File: src/rtl/hazard_ctrl_pkg.sv
// Shared encodings and the load-use detector for the hazard control unit.
// State constants stay plain localparams so existing code that compares against them keeps working.
package hazard_ctrl_pkg;

    localparam logic [1:0] HC_IDLE   = 2'd0;
    localparam logic [1:0] HC_JFLUSH = 2'd1;
    localparam logic [1:0] HC_BUSY   = 2'd2;
    localparam logic [1:0] HC_EXTH   = 2'd3;

    localparam logic [4:0] ZERO_REG    = 5'd0;
    localparam int         FLUSH_CNT_W = 4;

    // x0 is hardwired to zero, so a load that targets it can never create a dependency.
    function automatic logic load_use_hit(
        input logic       ex_load,
        input logic       ex_wen,
        input logic [4:0] ex_rd,
        input logic [4:0] rs1,
        input logic       rs1_ren,
        input logic [4:0] rs2,
        input logic       rs2_ren
    );
        return ex_load && ex_wen && (ex_rd != ZERO_REG) &&
               ((rs1_ren && (rs1 == ex_rd)) || (rs2_ren && (rs2 == ex_rd)));
    endfunction

endpackage

File: src/rtl/hazard_perf_cnt.sv
// Pair of free-running wrap counters for flushed and stalled cycles.
// Compiled only when HAZARD_PERF_CNT_EN is defined, so the default build carries no counter flops.
`ifdef HAZARD_PERF_CNT_EN
module hazard_perf_cnt #(
    parameter int CNT_W = 32
) (
    input  logic             clk,
    input  logic             rst,
    input  logic             flush_inc,
    input  logic             stall_inc,
    output logic [CNT_W-1:0] flush_cnt,
    output logic [CNT_W-1:0] stall_cnt
);

    always_ff @(posedge clk or negedge rst) begin
        if (!rst) begin
            flush_cnt <= '0;
            stall_cnt <= '0;
        end else begin
            if (flush_inc) flush_cnt <= flush_cnt + 1'b1;
            if (stall_inc) stall_cnt <= stall_cnt + 1'b1;
        end
    end

endmodule
`endif

File: src/rtl/hazard_ctrl.sv
// Pipeline hazard control: jump flush > busy EX unit > load-use bubble > external hold.
// Define HAZARD_PERF_CNT_EN to add flush/stall performance counters.
module hazard_ctrl
    import hazard_ctrl_pkg::*;
#(
    parameter int JUMP_FLUSH_CYCLES = 1,
    parameter int CNT_W             = 32
) (
    input  logic             clk,
    input  logic             rst,
    input  logic             jump_en_i,
    input  logic [31:0]      jump_addr_i,
    input  logic             ex_busy_i,
    input  logic             ex_load_i,
    input  logic [4:0]       ex_rd_addr_i,
    input  logic             ex_reg_wen_i,
    input  logic [4:0]       id_rs1_addr_i,
    input  logic             id_rs1_ren_i,
    input  logic [4:0]       id_rs2_addr_i,
    input  logic             id_rs2_ren_i,
    input  logic             ext_hold_i,
    output logic             jump_en_o,
    output logic [31:0]      jump_addr_o,
    output logic             hold_pc_o,
    output logic             stall_if_id_o,
    output logic             flush_if_id_o,
    output logic             flush_id_ex_o,
    output logic [CNT_W-1:0] flush_cnt_o,
    output logic [CNT_W-1:0] stall_cnt_o
);

    localparam logic [FLUSH_CNT_W-1:0] JFC_LOAD = FLUSH_CNT_W'(JUMP_FLUSH_CYCLES - 1);

    logic [1:0]             state_q, state_d;
    logic [FLUSH_CNT_W-1:0] cnt_q, cnt_d;
    logic                   load_use;

    assign load_use = load_use_hit(ex_load_i, ex_reg_wen_i, ex_rd_addr_i,
                                   id_rs1_addr_i, id_rs1_ren_i,
                                   id_rs2_addr_i, id_rs2_ren_i);

    // Outputs are combinational so the PC and stage registers react in the hazard cycle itself;
    // holding reset also forces them low even while the inputs still request action.
    always_comb begin
        // NOTE: every output gets a default first so no path through the if-chain infers a latch.
        jump_en_o     = 1'b0;
        jump_addr_o   = '0;
        hold_pc_o     = 1'b0;
        stall_if_id_o = 1'b0;
        flush_if_id_o = 1'b0;
        flush_id_ex_o = 1'b0;
        if (rst) begin
            if (jump_en_i) begin
                jump_en_o     = 1'b1;
                jump_addr_o   = jump_addr_i;
                flush_if_id_o = 1'b1;
                flush_id_ex_o = 1'b1;
            end else if (state_q == HC_JFLUSH) begin
                flush_if_id_o = 1'b1;
                flush_id_ex_o = 1'b1;
            end else if (ex_busy_i) begin
                // id_ex keeps the multi-cycle instruction, so only the front end is frozen.
                hold_pc_o     = 1'b1;
                stall_if_id_o = 1'b1;
            end else if (load_use || ext_hold_i) begin
                hold_pc_o     = 1'b1;
                stall_if_id_o = 1'b1;
                flush_id_ex_o = 1'b1;
            end
        end
    end

    // cnt_q holds the flush cycles still owed, including the current JFLUSH cycle.
    always_comb begin
        state_d = state_q;
        cnt_d   = cnt_q;
        if (jump_en_i) begin
            if (JUMP_FLUSH_CYCLES > 1) begin
                state_d = HC_JFLUSH;
                cnt_d   = JFC_LOAD;
            end else begin
                state_d = HC_IDLE;
                cnt_d   = '0;
            end
        end else if (state_q == HC_JFLUSH) begin
            if (cnt_q <= 1) begin
                state_d = HC_IDLE;
                cnt_d   = '0;
            end else begin
                cnt_d = cnt_q - 1'b1;
            end
        end else if (ex_busy_i) begin
            state_d = HC_BUSY;
        end else if (ext_hold_i) begin
            state_d = HC_EXTH;
        end else begin
            state_d = HC_IDLE;
        end
    end

    always_ff @(posedge clk or negedge rst) begin
        if (!rst) begin
            state_q <= HC_IDLE;
            cnt_q   <= '0;
        end else begin
            // NOTE: non-blocking assignments keep every flop sampling pre-edge values.
            state_q <= state_d;
            cnt_q   <= cnt_d;
        end
    end

`ifdef HAZARD_PERF_CNT_EN
    logic jump_flush;

    assign jump_flush = flush_id_ex_o && (jump_en_i || (state_q == HC_JFLUSH));

    hazard_perf_cnt #(
        .CNT_W (CNT_W)
    ) u_perf_cnt (
        .clk       (clk),
        .rst       (rst),
        .flush_inc (jump_flush),
        .stall_inc (hold_pc_o),
        .flush_cnt (flush_cnt_o),
        .stall_cnt (stall_cnt_o)
    );
`else
    assign flush_cnt_o = '0;
    assign stall_cnt_o = '0;
`endif

endmodule

File: config.mk
export PLATFORM = sky130hd
export DESIGN_NAME = hazard_ctrl
export DESIGN_NICKNAME = d
export VERILOG_FILES = /design/src/rtl/hazard_ctrl_pkg.sv /design/src/rtl/hazard_perf_cnt.sv /design/src/rtl/hazard_ctrl.sv
export SDC_FILE = /design/constraint.sdc
export NUM_CORES = 1
export LEC_CHECK = 0
export ABC_AREA = 0
export BUFFER_PORTS_ARGS = -buffer_cell sky130_fd_sc_hd__buf_2
export CAP_MARGIN = 20
export CORE_MARGIN = 3
export CORE_UTILIZATION = 34
export CTS_CLUSTER_DIAMETER = 50
export DETAILED_ROUTE_END_ITERATION = 12
export PLACE_DENSITY = 0.86
export SLEW_MARGIN = 20
export SYNTH_ARGS = -nofsm -noshare
export SYNTH_HDL_FRONTEND = slang
export SYNTH_SLANG_ARGS = --single-unit
File: constraint.sdc
create_clock -name clk -period 4.95 [get_ports clk]
set_clock_uncertainty 0.15 [all_clocks]
set_input_delay 0.495 -clock clk [delete_from_list [all_inputs] [get_ports clk]]
set_output_delay 0.495 -clock clk [all_outputs]
set_load 0.05 [all_outputs]
### Word-level counts from Yosys, hierarchy flattened

Index checks and enable logic that the tools add are counted.
Widths: inputs -> output; s select.

| operators by class | value |
|---|---|
| add/sub/neg operators | 1 |
| $mul | 0 |
| divide/modulo/power cells | 0 |
| magnitude comparators | 1 |
| eq/ne operators | 4 |
| shift operators | 0 |
| multiplexer cells | 24 |
| bitwise gates (word level) | 0 |
| reductions and logical operators | 9 |

Operator list:

| kind | count |
|---|---|
| $mux 32 | 2 |
| $mux 1 | 14 |
| $mux 4 | 3 |
| $eq 5x5->1 | 2 |
| $mux 2 | 5 |
| $logic_and 1x1->1 | 5 |
| $reduce_bool 5->1 | 1 |
| $le 4x1->1 const B | 1 |
| $sub 4x1->4 const B | 1 |
| $ne 3x2->1 const B | 1 |
| $eq 2x1->1 const B | 1 |
| $logic_or 1x1->1 | 2 |
| $reduce_bool 2->1 | 1 |

| word-level totals | value |
|---|---|
| bits in registers | 6 |
| latch bits | 0 |
| RAM bits | 0 |
| memory bits (read-only) | 0 |
| input port bits | 56 |
| output and inout port bits | 101 |
| word-level logic and storage cells | 41 |
| memories kept | 0 |

### Depth between registers and ports, before layout

| logic depth | value |
|---|---|
| word-level depth | 10 |
| gate-level depth with buffers | 5 |
| depth with buffers taken out | 5 |

### Least setup slack after synthesis

No wires, ideal clock.

| timing | value |
|---|---|
| path kind | input port to output port |
| start point | input port ex_rd_addr_i[3] |
| end point | output port stall_if_id_o |
| data arrival time | 2.198 ns |
| setup slack | 2.107 ns |
| cell stages on the path | 5 |
| buffers on the path | 1 |
| cell sequence | xor2_1 nor4_1 a32oi_1 o22ai_1 buf_4 |

| between the ends | value |
|---|---|
| longest elaborated chain between the ends | 10 |

RTL lines:

| what | RTL line | source |
|---|---|---|
| start, declared | hazard_ctrl.sv:15 | `input logic [4:0] ex_rd_addr_i,` |
| $eq 5x5->1 | hazard_ctrl_pkg.sv:24 | `((rs1_ren && (rs1 == ex_rd)) \|\| (rs2_ren && (rs2 == ex_rd)));` |
| $logic_and 1x1->1 | hazard_ctrl_pkg.sv:24 |  |
| $logic_or 1x1->1 | hazard_ctrl_pkg.sv:24 |  |
| $logic_and 1x1->1 * | hazard_ctrl_pkg.sv:23 | `return ex_load && ex_wen && (ex_rd != ZERO_REG) &&` |
| $logic_or 1x1->1 * | hazard_ctrl.sv:65 | `end else if (load_use \|\| ext_hold_i) begin` |
| $mux 1 * (5 in series) | -- |  |
| end, declared | hazard_ctrl.sv:25 | `output logic stall_if_id_o,` |

Every way passes the cells marked *; elsewhere a longest branch is shown, timed or not.

### Final worst setup path

| timing | value |
|---|---|
| start point | input port ex_rd_addr_i[0] |
| end point | output port hold_pc_o |

| between the ends | value |
|---|---|
| longest elaborated chain between the ends | 10 |

RTL lines:

| what | RTL line | source |
|---|---|---|
| $eq 5x5->1 | hazard_ctrl_pkg.sv:24 |  |
| $logic_and 1x1->1 | hazard_ctrl_pkg.sv:24 |  |
| $logic_or 1x1->1 | hazard_ctrl_pkg.sv:24 |  |
| $logic_and 1x1->1 * | hazard_ctrl_pkg.sv:23 |  |
| $logic_or 1x1->1 * | hazard_ctrl.sv:65 |  |
| $mux 1 * | hazard_ctrl.sv:65 |  |
| $mux 1 * | hazard_ctrl.sv:61 | `end else if (ex_busy_i) begin` |
| $mux 1 * | hazard_ctrl.sv:58 | `end else if (state_q == HC_JFLUSH) begin` |
| $mux 1 * | hazard_ctrl.sv:53 | `if (jump_en_i) begin` |
| $mux 1 * | hazard_ctrl.sv:52 | `if (rst) begin` |
| end, declared | hazard_ctrl.sv:24 | `output logic hold_pc_o,` |

Marked as above.

==> reports/metrics.cfg <==
[setup_path]
critPathCaptureType=primary output
rr_worst_depth=5
start_kind=input pin
worstPathArrival_ns=1.72
r2r_start=cnt_q[0]
crit_type=input pin to primary output
reg2reg_to=state_q[0]
worstPathRequired_ns=4.30
r2r_slack_ns=3.08
critPathMaxFanout=3

[cts]
cts-root-buf=clkbuf_4
insertion_delay_ns=0.24
cts_tree=built
cts_buffer_depth=2
cts.sinks=6
hold_buffers=0
path_clk_slew_ns=0.04
cts_resized=0
postCtsSetupBuffers=0
htree_levels=1
cts-buffers-inserted=3

[die]
core.rowCount=20
start_util=0.373
die_w_um=65.3
die_height_um=65.3
io_pins=157
dieArea_um2=4260
core_um2=3200

[timing]
hold_violations=0
period_share=0.478
rsz0062_at_grt=no
setup_viol=0
slew_violations=0
finalCriticalPeriod_ns=2.37
slew_headroom=0.532
fmax_ghz=0.422
tightestPinTransition_ns=0.693
tns_ns=0

[logic_synthesis]
yosysMostFrequentCell=buf_4
synth.largest_area_cell=buf_4
synth_top_area_share=0.408
synth_cells=160
async_reset_ff_frac=1.00
yosysWarnings=0
seq_area_frac_synth=0.126
avgSynthCellArea_um2=7.47
syn-cell-area_um2=1190
ys_ff_latch=6
synth_edf_count=0
yosysUniqueCellTypes=31
synth_area_leaders=buf_4 41%, and3_1 17%, dfrtp_1 13%
ys_top_cells_by_count=65 x buf_4, 32 x and3_1, 8 x xor2_1
ys.flop_type=dfrtp_1

[cells_and_area]
n_antenna_cell=0
synthToLayoutAreaGrowth_pct=21.7
utilization=0.454
fin_cells=290
multi_input_area_um2=754
nets=306
fill_cells=317
drive_gt1_frac=0.394
seqCellArea_um2=150

[power]
sw_frac_of_total=0.634
p_comb_frac=0.699
pwr_density_cell_nw_per_um2=214
clock_power_share=0.138
leakage_nw=1.01
vdd_ir_drop_max_v=0.000159
p_int_uw=114
p_sw_uw=197
p_seq_frac=0.163

[place]
port-buffer-count=92
gp_congestion=0.759
dp_cells=287
detailed_place_hpwl_um=2710

[min_path]
hold_path.class=input pin to asynchronous set/reset pin

[global_route]
grt-ovfl-total=0
grt_pass1_vias=1061
grt_use_total=0.128
grt_pass1_wl_um=4360
antenna_found_initial=0
grt_max_degree=45

[routing]
avgViaCountPerCell=4.19
drt_iter0_drc=35
wl_per_cell_um=11.0
ant_nets=0
vias=1216
drtPass1Iterations=4
wirelength_um=3200
drc=0

[flow_run]
cap_viol_max_count=0

[run_status]
status=finished clean

-- sequential cells by signal, indices dropped and copies added (netlist names) --
register  flops
state_q       2
cnt_q         4
-- layout by cell type, fill, tap and decap left out, types with 2 or more instances in the layout --
master / Yosys / routed
conb_1: 1 / 64
dfrtp_1: 6 / 6
buf_2: 0 / 92
o22ai_1: 2 / 2
nand2_1: 5 / 5
and2_1: 2 / 2
inv_1: 3 / 3
o21ai_0: 3 / 3
nor4_1: 2 / 2
and3_1: 32 / 32
ha_1: 2 / 2
clkbuf_4: 0 / 3
nor2_1: 4 / 4
xnor2_1: 3 / 3
xor2_1: 8 / 8
-- final cells by class --
cell class,instances,share of cell area
Multi-Input combinational cell,142,0.519
Timing Repair Buffer,92,0.317
Sequential cell,6,0.103
Tap cell,44,0.0379
Clock buffer,3,0.0155
Inverter,3,0.00775
-- per-layer routing --
layer,share of wire,vias up,track usage
met5,0,-,0
met4,0.029,0,0.0725
met3,0.13,12,0.0120
met2,0.51,106,0.254
met1,0.33,521,0.125
li1,-,577,-
-- worst max path at each step --
| stage | from | endpoint | slack (ns) | depth (start not counted) |
|---|---|---|---|---|
| floorplan | ex_rd_addr_i[3] | stall_if_id_o | 2.11 | 5 |
| global placement | ex_rd_addr_i[0] | hold_pc_o | 2.61 | 6 |
| detailed placement | ex_rd_addr_i[0] | hold_pc_o | 2.58 | 6 |
| CTS | ex_rd_addr_i[0] | hold_pc_o | 2.57 | 6 |
| global route | ex_rd_addr_i[3] | stall_if_id_o | 2.44 | 6 |
| finish | ex_rd_addr_i[0] | hold_pc_o | 2.58 | 6 |
-- critical path: stages --
cell and delay (ns):
buf_2 0.12, or3_1 0.37, o311a_1 0.31, nand3_1 0.09, o22ai_1 0.10, buf_2 0.23
-- per-stage QoR --
step / total power, mW / setup slack [ns] / hold slack (ns) / cell area (um^2)
finish: 0.311 / 2.58 / 0.112 / 1450
global route: 0.329 / 2.44 / 0.146 / 1450
CTS: 0.311 / 2.57 / 0.119 / 1450
detailed placement: 0.267 / 2.58 / 0.372 / 1430
global placement: 0.265 / 2.61 / 0.360 / 1430
floorplan: 0.268 / 2.11 / 0.0494 / 1430
-- logic make-up after synthesis --
group / synth area share
simple gates: 0.266
xor+xnor: 0.0806
buf+inv: 0.441
flops: 0.126
other cells: 0.00314
compound gates: 0.0628
fa+ha+maj: 0.0209
-- power by group through the flow --
stage	Clock (mW)	Combinational, mW	Sequential [mW]
final	0.0429	0.217	0.0506
after global routing	0.0507	0.227	0.0504
after CTS	0.0447	0.216	0.0506
after detailed placement	0	0.216	0.0511
after global placement	0	0.214	0.0510
after floorplan	0	0.217	0.0510
Note: power is estimated with default switching activity, not from simulation.
